<file path="config.mk">
export PLATFORM = sky130hd
export DESIGN_NAME = hc161
export DESIGN_NICKNAME = d
export VERILOG_FILES = /design/src/rtl/hc161_pkg.sv /design/src/rtl/hc161_next.sv /design/src/rtl/hc161.sv
export SDC_FILE = /design/constraint.sdc
export NUM_CORES = 1
export LEC_CHECK = 0
export BUFFER_PORTS_ARGS = -buffer_cell sky130_fd_sc_hd__buf_2
export CORE_AREA = 8 8 45 47
export CTS_CLUSTER_DIAMETER = 30
export CTS_CLUSTER_SIZE = 8
export DETAILED_ROUTE_END_ITERATION = 10
export DIE_AREA = 0 0 53 55
export PLACE_DENSITY = 0.42
export SYNTH_ARGS = -nofsm -noshare
export SYNTH_HDL_FRONTEND = slang
export SYNTH_SLANG_ARGS = --single-unit
</file>
<file path="constraint.sdc">
create_clock -name CP -period 1.7 [get_ports CP]
set_clock_uncertainty 0.15 [all_clocks]
set_input_delay 0.255 -clock CP [delete_from_list [all_inputs] [get_ports CP]]
set_output_delay 0.255 -clock CP [all_outputs]
set_load 0.02 [all_outputs]
</file>
<file path="src/rtl/hc161_pkg.sv">
// hc161_pkg -- shared constants and types for the hc161 4-bit counter.
//
// Contents:
//   HC161_W    counter width (4)
//   cnt_t      HC161_W-bit counter value type
//   HC161_MAX  terminal count value (4'hF)
//   is_max()   true when a counter value equals HC161_MAX
package hc161_pkg;

    localparam int unsigned HC161_W = 4;

    typedef logic [HC161_W-1:0] cnt_t;

    localparam cnt_t HC161_MAX = 4'hF;

    function automatic logic is_max(input cnt_t value);
        return value == HC161_MAX;
    endfunction

endpackage

</file>
<file path="src/rtl/hc161_next.sv">
// hc161_next -- combinational next-state logic for the hc161 counter.
//
// Ports:
//   Q       in   current counter state
//   D       in   parallel load data
//   PE_n    in   parallel load enable, active-low (highest priority)
//   CEP_n   in   count enable (parallel), active-low
//   CET_n   in   count enable (trickle), active-low
//   Q_next  out  value the register takes on the next rising clock edge
module hc161_next
    import hc161_pkg::*;
(
    input  logic [HC161_W-1:0] Q,
    input  logic [HC161_W-1:0] D,
    input  logic               PE_n,
    input  logic               CEP_n,
    input  logic               CET_n,
    output logic [HC161_W-1:0] Q_next
);

    // Priority: load, then count (both enables low), otherwise hold.
    // The increment wraps naturally at the counter width.
    always_comb begin
        Q_next = Q;
        if (!PE_n) begin
            Q_next = D;
        end else if (!CEP_n && !CET_n) begin
            Q_next = Q + cnt_t'(1);
        end
    end

endmodule

</file>
<file path="src/rtl/hc161.sv">
// hc161 -- 4-bit synchronous binary counter with parallel load, modelled on
// the 74HC161.
//
// Ports:
//   Q      out  counter state (registered)
//   TC     out  terminal count (combinational from Q and CET_n)
//   MR_n   in   master reset, asynchronous, active-low
//   CP     in   clock, rising edge
//   CEP_n  in   count enable (parallel), active-low
//   CET_n  in   count enable (trickle), active-low
//   PE_n   in   parallel load enable, synchronous, active-low
//   D      in   parallel load data
//
// Configuration macro:
//   HC161_TC_GATE_EN  defined:   TC = (Q == 4'hF) && !CET_n  (cascade behaviour)
//                     undefined: TC = (Q == 4'hF)
module hc161
    import hc161_pkg::*;
(
    output logic [HC161_W-1:0] Q,
    output logic               TC,
    input  logic               MR_n,
    input  logic               CP,
    input  logic               CEP_n,
    input  logic               CET_n,
    input  logic               PE_n,
    input  logic [HC161_W-1:0] D
);

    cnt_t q_q;
    cnt_t q_d;

    hc161_next u_next (
        .Q      (q_q),
        .D      (D),
        .PE_n   (PE_n),
        .CEP_n  (CEP_n),
        .CET_n  (CET_n),
        .Q_next (q_d)
    );

    always_ff @(posedge CP or negedge MR_n) begin
        if (!MR_n) begin
            q_q <= '0;
        end else begin
            q_q <= q_d;
        end
    end

    assign Q = q_q;

    // TC is combinational so a cascaded stage sees it in the same cycle.
    always_comb begin
`ifdef HC161_TC_GATE_EN
        TC = is_max(q_q) && !CET_n;
`else
        TC = is_max(q_q);
`endif
    end

endmodule

</file>
After elaboration in Yosys (flattened, before gate mapping)
Cells that the tools add are included. Widths: inputs -> output; s select.

Bits in registers: 4. Input bits: 9. Word-level logic and storage cells: 9.

Add/subtract/negate cells: 1. Equal/unequal tests: 2. Mux-type cells: 2. Reductions and logical operators: 3.

Operator list (number): $mux 4 (2); $add 4x1->4 const B (1); $eq 4x4->1 const B (1); $logic_not 1->1 (2); $ne 2x1->1 const B (1); $logic_and 1x1->1 (1).

Longest topological paths before layout
Gate-level depths: netlist (run 1).

Word-level depth: 4. Depth in mapped cells: 4.

Modules after synthesis
From an unflattened synthesis (run 1), not the netlist that was laid out.

Cell total of the unflattened synthesis: 23. Area total of the unflattened synthesis: 221.5 um^2.

By module, submodules not included: hc161_next (instances 1, cells each 18, area an instance 112.6 um^2, sequential area each 0.0 um^2); hc161 (instances 1, cells each 5, area an instance 108.9 um^2, sequential area each 100.1 um^2).

Least setup slack after synthesis (run 1)
No wires, ideal clock.

Kind: flip-flop to flip-flop. Start point: register q_q[0], in the netlist Q[0]. End point: register q_q[2], in the netlist Q[2]. Arrival: 1.087 ns. Data required time: 1.417 ns. Path slack: 0.330 ns. Cell stages (with the launch flop): 5. Period minus slack after synthesis: 1.370 ns. Path through: dfrtp_1 ha_1 nor3b_1 xnor2_1 a21oi_1.

Cells in the longest elaborated chain, start to end: 3.

RTL lines: from (decl) (RTL line hc161.sv:30) `cnt_t q_q;`; from (signal assigned) (RTL line hc161.sv:46) `q_q <= q_d;`; $add 4x1->4 (RTL line hc161_next.sv:28) `Q_next = Q + cnt_t'(1);`; $mux 4 (RTL line hc161_next.sv:27) `end else if (!CEP_n && !CET_n) begin`; $mux 4 (RTL line hc161_next.sv:25) `if (!PE_n) begin`.

Every way passes these cells. The select of a mux whose other input is x is not followed. A chain may end at the register's enable or synchronous reset.

Worst setup path in the final report (run 1)
Start point: register q_q[0], in the netlist Q[0]. End point: output port TC.

Cells in the longest elaborated chain, start to end: 1.

RTL lines: $eq 4x4->1 (RTL line hc161_pkg.sv:17) `return value == HC161_MAX;`; to (decl) (RTL line hc161.sv:21) `output logic TC,`.

Every way passes these cells.

==> results of run 1 <==
critical path, delay by kind of cell (launching register included):
kind / cells / cell delay (ns)
adders and majority gates: 1 / 0.23
buffers and inverters: 1 / 0.15
DFF: 1 / 0.41
and+or+nand+nor: 1 / 0.14
power by group:
part           total, mW  internal [mW]  switching (mW)  leakage (nW)
registers          0.119          0.107          0.0122        0.0448
logic             0.0810         0.0366          0.0445         0.103
clock network      0.117         0.0789          0.0379        0.0138
total              0.317          0.222          0.0946         0.161
cells in the final DEF (no fill, tap or decap), types with 3 or more instances in the layout:
master	synthesis	final
buf_2	0	13
a21oi_1	3	3
nor2_1	4	4
clkbuf_4	0	3
dfrtp_1	4	4
worst paths after layout:
path                       start    to  slack (ns)  cells past startpoint
setup reg to reg            Q[0]  Q[2]        0.38                      4
setup / recovery            Q[0]    TC        0.12                      3
min in group asynchronous   MR_n  Q[2]        0.21                      2
max in group asynchronous   MR_n  Q[0]        1.07                      2
hold / removal              D[0]  Q[0]        0.12                      3
hold reg to reg             Q[3]  Q[3]        0.44                      2
logic make-up (layout without fill, tap and decap cells):
family	count (synthesis)	count (layout)	synth area share, %
AOI/OAI and AO/OA	5	5	12.0
DFF	4	4	45.7
buffers and inverters	1	17	1.71
adders and majority gates	1	1	5.71
muxes	1	1	4.57
and+or+nand+nor	9	9	22.3
xor gates and xnor gates	2	2	8.00
layout make-up:
type,instances,share of cell area (%)
clock buffer,3,6.77
timing repair buffer,14,22.6
sequential,4,30.1
tap,16,6.02
multi-input combinational,18,34.6
layer usage:
| layer | global-route usage [%] | vias up |
|---|---|---|
| li1 | - | 113 |
| met1 | 6.41 | 89 |
| met2 | 4.88 | 14 |
| met3 | 4.01 | 0 |
| met4 | 3.88 | 0 |
| met5 | 0 | - |
metrics by stage:
stage          hold WS (ns)  area (sq um)  setup slack [ns]
2_1_floorplan        -0.191           219             0.330
3_3_place_gp        -0.0808           300             0.336
3_5_place_dp        -0.0793           300             0.314
4_1_cts               0.112           333            0.0996
5_1_grt               0.135           333            0.0540
6_report              0.115           333             0.123
==> out/metrics.cfg, run 1 <==
[synth]
synth_common_cells=4 x dfrtp_1, 4 x nor2_1, 3 x a21oi_1
synthArstFlopShare_pct=100
ys_seq_elements=4
syn_inst=23
syn_area_per_cell_sq_um=9.52
ys_warn_count=0
synthTopCellsByArea=dfrtp_1 46%, a21oi_1 6.9%, nor2_1 6.9%
synth_edf_count=0
syn_area_sq_um=219
syn_nets=33
synth_flop_cell=dfrtp_1
ys_seq_area_share_pct=45.7
synth_top_cell_by_area=dfrtp_1
netlist.area_leader.share_pct=45.7
ys_types=15

[global_route]
grt_max_degree=9
grt_pass1_vias=229
grt_usage_pct=4.98
grt_pass1_wl_um=1040
antenna_found_initial=0
overflow=0

[finish]
fin_util_pct=24.1
area_growth_pct=52.0
antenna_cells=0
largest_register_ff_count=4
nets=51
final_cell_count_no_fill=55
multi_input_area_sq_um=115
regArea_sq_um=100
fillers=150
drive_above_1_share_pct=43.6

[clock_network]
htreeDepth=1
post_cts_buffers=0
clk_latency_ns=0.23
holdBufCountCts=1
clock-root-buffer=clkbuf_4
clk_path_buf_depth=2
tritoncts=done
cts-resized-gates=0
path_clk_slew_ns=0.04
cts_buffers=3
clock_sinks=4

[sta]
fin_tns_setup_ns=0
timing.final.hold_violations=0
timing.fmax_mhz=634
drv_slew=0
setup_violations=0
relSlewSlack_pct=85.6
grt_setup_unrepaired=false
tightest_slew_ns=0.216
min_period_over_period_pct=92.7
fin_crit_ns=1.58

[critical_path]
cp_max_fo=4
startpoint_type=flop
critical_path_class=flop to output pin
cpPeakStageDelay_ns=0.41
crit_chain=ha_1 -> and3_1 -> buf_2
required_ns=1.29
worst_setup_path_end_kind=output pin
cp_slowest_cell=dfrtp_1
arrival_ns=1.17

[route]
routed.top_layer=met3
first_pass_iters=1
met1_length_um=333
drtAntennaViolNets=0
avgViaCountPerCell=3.93
route.detailed.drc=0
routed_wl_um=631
wl_met3_um=114
routedWlPerCell_um=11.5
dr_total_vias=216
drt_iter0_drc=0
met2_length_um=184

[floorplanning]
io_pins=14
core_sq_um=1380
rows=14
start_util_pct=15.8
die_x_um=53
die_area_sq_um=2920
fp.dieH_um=55

[run_status]
status=complete, no violations

[place]
place.gp.congestion=0.633
port_buffers=13
dp.cells=51

[power]
power_leakage_nw=0.161
finalPower_mw=0.317
power_density_nw_per_um2=953
peakVddDrop_v=0.000236

[job]
drv_cap=0

[min_path]
hold_class=input port to flop

Note: power is estimated with default switching activity, not from simulation.
==> run 2: changes to the inputs <==
PLACE_DENSITY = 0.41   (was 0.42)
==> out/metrics.cfg, run 2 (synthesis gave the netlist of run 1 again) <==
[power]
peakVddDrop_v=0.000343  ; +46%
power_density_nw_per_um2=953  ; about the same
switching_share_pct=30.0  ; +0.15 points
p_clk_share_pct=37.3  ; +0.4 points
p_seq_share_pct=37.5  ; about the same
comb_power_share_pct=25.2  ; -0.4 points
internal_power_mw=0.222  ; -0.13%
power_leakage_nw=0.161  ; unchanged
switching_power_mw=0.0951  ; +0.58%

[route]
drt_iter0_drc=2  ; +2
drtAntennaViolNets=0  ; unchanged
first_pass_iters=2  ; +1
routed_wl_um=611  ; -3.2%
routedWlPerCell_um=11.1  ; -3.2%
avgViaCountPerCell=3.91  ; -0.46%
dr_total_vias=215  ; -0.46%
route.detailed.drc=0  ; unchanged

[sta]
drv_slew=0  ; unchanged
timing.fmax_mhz=637  ; +0.39%
setup_violations=0  ; unchanged
fin_crit_ns=1.57  ; -0.00613 ns
grt_setup_unrepaired=false
min_period_over_period_pct=92.4  ; -0.36 points
fin_tns_setup_ns=0  ; unchanged
relSlewSlack_pct=84.9  ; -0.68 points
tightest_slew_ns=0.226  ; +0.0102 ns
timing.final.hold_violations=0  ; unchanged

[critical_path]
cp-startpoint=Q[0]
cp_max_fo=4  ; unchanged
worst_setup_path_end_kind=output pin
required_ns=1.29  ; about the same
r2r_start=Q[0]
rrSetupSlack_ns=0.37  ; about the same
critical_path_class=flop to output pin
r2r_cells=4  ; unchanged
arrival_ns=1.17  ; about the same
startpoint_type=flop

[finish]
final_cell_mix=13 x buf_2, 4 x dfrtp_1, 4 x nor2_1
layout_commonest_cell=buf_2
nets=51  ; unchanged
largest_register_ff_count=4  ; unchanged
antenna_cells=0  ; unchanged
drive_above_1_share_pct=43.6  ; unchanged
final_area_sq_um=333  ; unchanged
fin_util_pct=24.1  ; unchanged
area_growth_pct=52.0  ; unchanged

[clock_network]
clk_latency_ns=0.23  ; about the same
tritoncts=done
htreeDepth=1  ; unchanged
clock_sinks=4  ; unchanged
post_cts_buffers=0  ; unchanged
holdBufCountCts=1  ; unchanged
clk_path_buf_depth=2  ; unchanged
cts_buffers=3  ; unchanged
path_clk_slew_ns=0.04  ; about the same
clock-root-buffer=clkbuf_4
cts-resized-gates=0  ; unchanged

[global_route]
overflow=0  ; unchanged
grt_pass1_vias=234  ; +2.2%
grt_usage_pct=4.81  ; -0.17 points
grt_pass1_wl_um=1010  ; -2.0%
antenna_found_initial=0  ; unchanged
grt_max_degree=9  ; unchanged

[run_status]
status=complete, no violations

[floorplanning]
rows=14  ; unchanged
fp.dieH_um=55  ; unchanged
start_util_pct=15.8  ; unchanged
core_sq_um=1380  ; unchanged
io_pins=14  ; unchanged
die_x_um=53  ; unchanged
die_area_sq_um=2920  ; unchanged

[place]
placed_area_sq_um=300  ; unchanged
place.gp.congestion=0.691  ; +9.2%
port_buffers=13  ; unchanged

[min_path]
hold_depth=3  ; unchanged
hold_class=input port to flop
min_from=D[0]

[job]
drv_cap=0  ; unchanged

==> run 2: cell counts in the layout (fill, tap and decap cells not counted) <==
No cell type changed its count.
==> run 2: routing by layer <==
metal | wire (um) | up-vias | global-route usage (%)
li1 | - | 113 | -
met1 | 332 | 88 | 7.16
met2 | 165 | 14 | 4.30
met3 | 112 | 0 | 2.67
met4 | 0 | 0 | 3.88
met5 | 0 | - | 0
==> run 2: through the flow <==
step	setup slack [ns]	instances	hold WS, ns	total power [mW]
final	0.130	55	0.119	0.317
after global routing	0.0743	55	0.140	0.345
after CTS	0.119	55	0.112	0.325
after detailed placement	0.336	51	-0.0789	0.199
after global placement	0.326	51	-0.0812	0.201
after floorplan	0.330	23	-0.191	0.167
==> run 2: final timing paths <==
kind | to
max | TC
min | Q[0]
max reg2reg | Q[2]
min reg2reg | Q[3]
max in group asynchronous | Q[1]
min in group asynchronous | Q[3]
==> run 2: cell type report <==
cell class	count	area (sq um)
sequential	4	100
tap	16	20.0
timing repair buffer	14	75.1
multi-input combinational	18	115
clock buffer	3	22.5
fill	150	1050
==> run 2: power by group through the flow <==
stage / logic (mW) / clock network, mW / registers [mW]
2_1_floorplan: 0.0344 / 0 / 0.133
3_3_place_gp: 0.0799 / 0 / 0.121
3_5_place_dp: 0.0789 / 0 / 0.120
4_1_cts: 0.0810 / 0.125 / 0.119
5_1_grt: 0.0900 / 0.134 / 0.122
6_report: 0.0799 / 0.118 / 0.119
==> run 2: critical path, cell delays in order, from the launching register on <==
cell and delay [ns]:
dfrtp_1 0.41, ha_1 0.23, and3_1 0.14, buf_2 0.15
==> run 3: changes to the inputs <==
PLACE_DENSITY = unset   (was 0.41)
PLACE_DENSITY_LB_ADDON = 0.3   (was unset)
==> out/metrics.cfg, run 3 (synthesis gave the netlist of run 1 again) <==
[run_status]
status=complete, no violations

[finish]
final_cell_mix=13 x buf_2, 4 x dfrtp_1, 4 x nor2_1
layout_commonest_cell=buf_2
area_growth_pct=52.0  ; unchanged
regArea_sq_um=100  ; unchanged
fillers=154  ; +2.7%
multi_input_area_sq_um=115  ; unchanged
antenna_cells=0  ; unchanged
fin_util_pct=24.1  ; unchanged
nets=51  ; unchanged
largest_register_ff_count=4  ; unchanged
final_area_sq_um=333  ; unchanged
drive_above_1_share_pct=43.6  ; unchanged

[clock_network]
cts-resized-gates=0  ; unchanged
post_cts_buffers=0  ; unchanged
cts_buffers=3  ; unchanged
tritoncts=done
htreeDepth=1  ; unchanged
clk_latency_ns=0.23  ; about the same
holdBufCountCts=1  ; unchanged
path_clk_slew_ns=0.04  ; about the same
clk_path_buf_depth=2  ; unchanged
clock-root-buffer=clkbuf_4
clock_sinks=4  ; unchanged

[route]
route.detailed.drc=0  ; unchanged
routed.top_layer=met3
avgViaCountPerCell=4.00  ; +2.3%
met2_length_um=195  ; +18%
routed_wl_um=633  ; +3.6%
first_pass_iters=2  ; unchanged
dr_total_vias=220  ; +2.3%
drtAntennaViolNets=0  ; unchanged
routedWlPerCell_um=11.5  ; +3.6%
drt_iter0_drc=1  ; -1
wl_met3_um=150  ; +34%
met1_length_um=287  ; -14%

[place]
place.gp.congestion=0.652  ; -5.7%
placed_area_sq_um=300  ; unchanged
port_buffers=13  ; unchanged

[sta]
min_period_over_period_pct=92.3  ; -0.098 points
fin_tns_setup_ns=0  ; unchanged
timing.fmax_mhz=637  ; +0.11%
grt_setup_unrepaired=false
drv_slew=0  ; unchanged
timing.final.hold_violations=0  ; unchanged
tightest_slew_ns=0.221  ; -0.00502 ns
setup_violations=0  ; unchanged
relSlewSlack_pct=85.2  ; +0.34 points
fin_crit_ns=1.57  ; -0.00166 ns

[critical_path]
crit_chain=ha_1 -> and3_1 -> buf_2
cp_slowest_cell=dfrtp_1
cp_max_fo=4  ; unchanged
startpoint_type=flop
crit_buf_inv=1  ; unchanged
cpPeakStageDelay_ns=0.41  ; about the same
critical_path_class=flop to output pin
cp_top_family=flip-flops
arrival_ns=1.16  ; about the same
worst_setup_path_end_kind=output pin
required_ns=1.29  ; about the same

[job]
drv_cap=0  ; unchanged

[power]
p_clk_share_pct=37.5  ; +0.2 points
comb_power_share_pct=25.4  ; +0.2 points
power_density_nw_per_um2=961  ; +0.82%
switching_power_mw=0.0974  ; +2.4%
internal_power_mw=0.222  ; +0.14%
finalPower_mw=0.320  ; +0.82%
power_leakage_nw=0.161  ; unchanged
switching_share_pct=30.4  ; +0.47 points
p_seq_share_pct=37.1  ; -0.4 points
peakVddDrop_v=0.000504  ; +47%

[floorplanning]
fp.dieH_um=55  ; unchanged
rows=14  ; unchanged
io_pins=14  ; unchanged
start_util_pct=15.8  ; unchanged
die_x_um=53  ; unchanged
core_sq_um=1380  ; unchanged
die_area_sq_um=2920  ; unchanged

[global_route]
overflow=0  ; unchanged
grt_usage_pct=4.82  ; +0.0079 points
antenna_found_initial=0  ; unchanged
grt_pass1_vias=239  ; +2.1%
grt_pass1_wl_um=1020  ; +0.69%
grt_max_degree=9  ; unchanged

[min_path]
hold_class=input port to flop

## run 3: power groups by stage
stage               Combinational [mW]  Clock (mW)  Sequential, mW
finish                          0.0813       0.120           0.119
global route                    0.0914       0.129           0.120
CTS                             0.0825       0.125           0.119
detailed placement              0.0795           0           0.120
global placement                0.0790           0           0.120
floorplan                       0.0344           0           0.133
## run 3: layout make-up
type | instances | area share (%)
well taps | 16 | 6.02
multi-input cells | 18 | 34.6
repair buffers | 14 | 22.6
flip-flops and latches | 4 | 30.1
clock buffers | 3 | 6.77
## run 3: metal layers
metal,global-route usage (%),vias up
li1,-,113
met1,5.97,91
met2,5.08,16
met3,6.15,0
met4,0,0
met5,0,-
## run 3: worst reg2reg max path, cell delays in order (launching register included)
cell     delay [ns]
dfrtp_1        0.40
ha_1           0.19
nor3b_1        0.23
xnor2_1        0.15
a21oi_1        0.08
## run 3: path summary, 6_finish.rpt
check                            end  slack, ns  startpoint  cells past startpoint
worst max register to register  Q[2]       0.39        Q[0]                      4
max in group asynchronous       Q[0]       1.07        MR_n                      2
worst min register to register  Q[3]       0.44        Q[3]                      2
min in group asynchronous       Q[3]       0.20        MR_n                      2
worst max-delay path              TC       0.13        Q[0]                      3
worst min-delay path            Q[0]       0.11        D[0]                      3
## run 3: stage by stage
step                      std cells  hold slack, ns  setup slack (ns)
after floorplan                  23          -0.191             0.330
after global routing             55           0.127            0.0838
final                            55           0.111             0.131
after global placement           51         -0.0784             0.346
after detailed placement         51         -0.0800             0.328
after CTS                        55           0.109             0.125
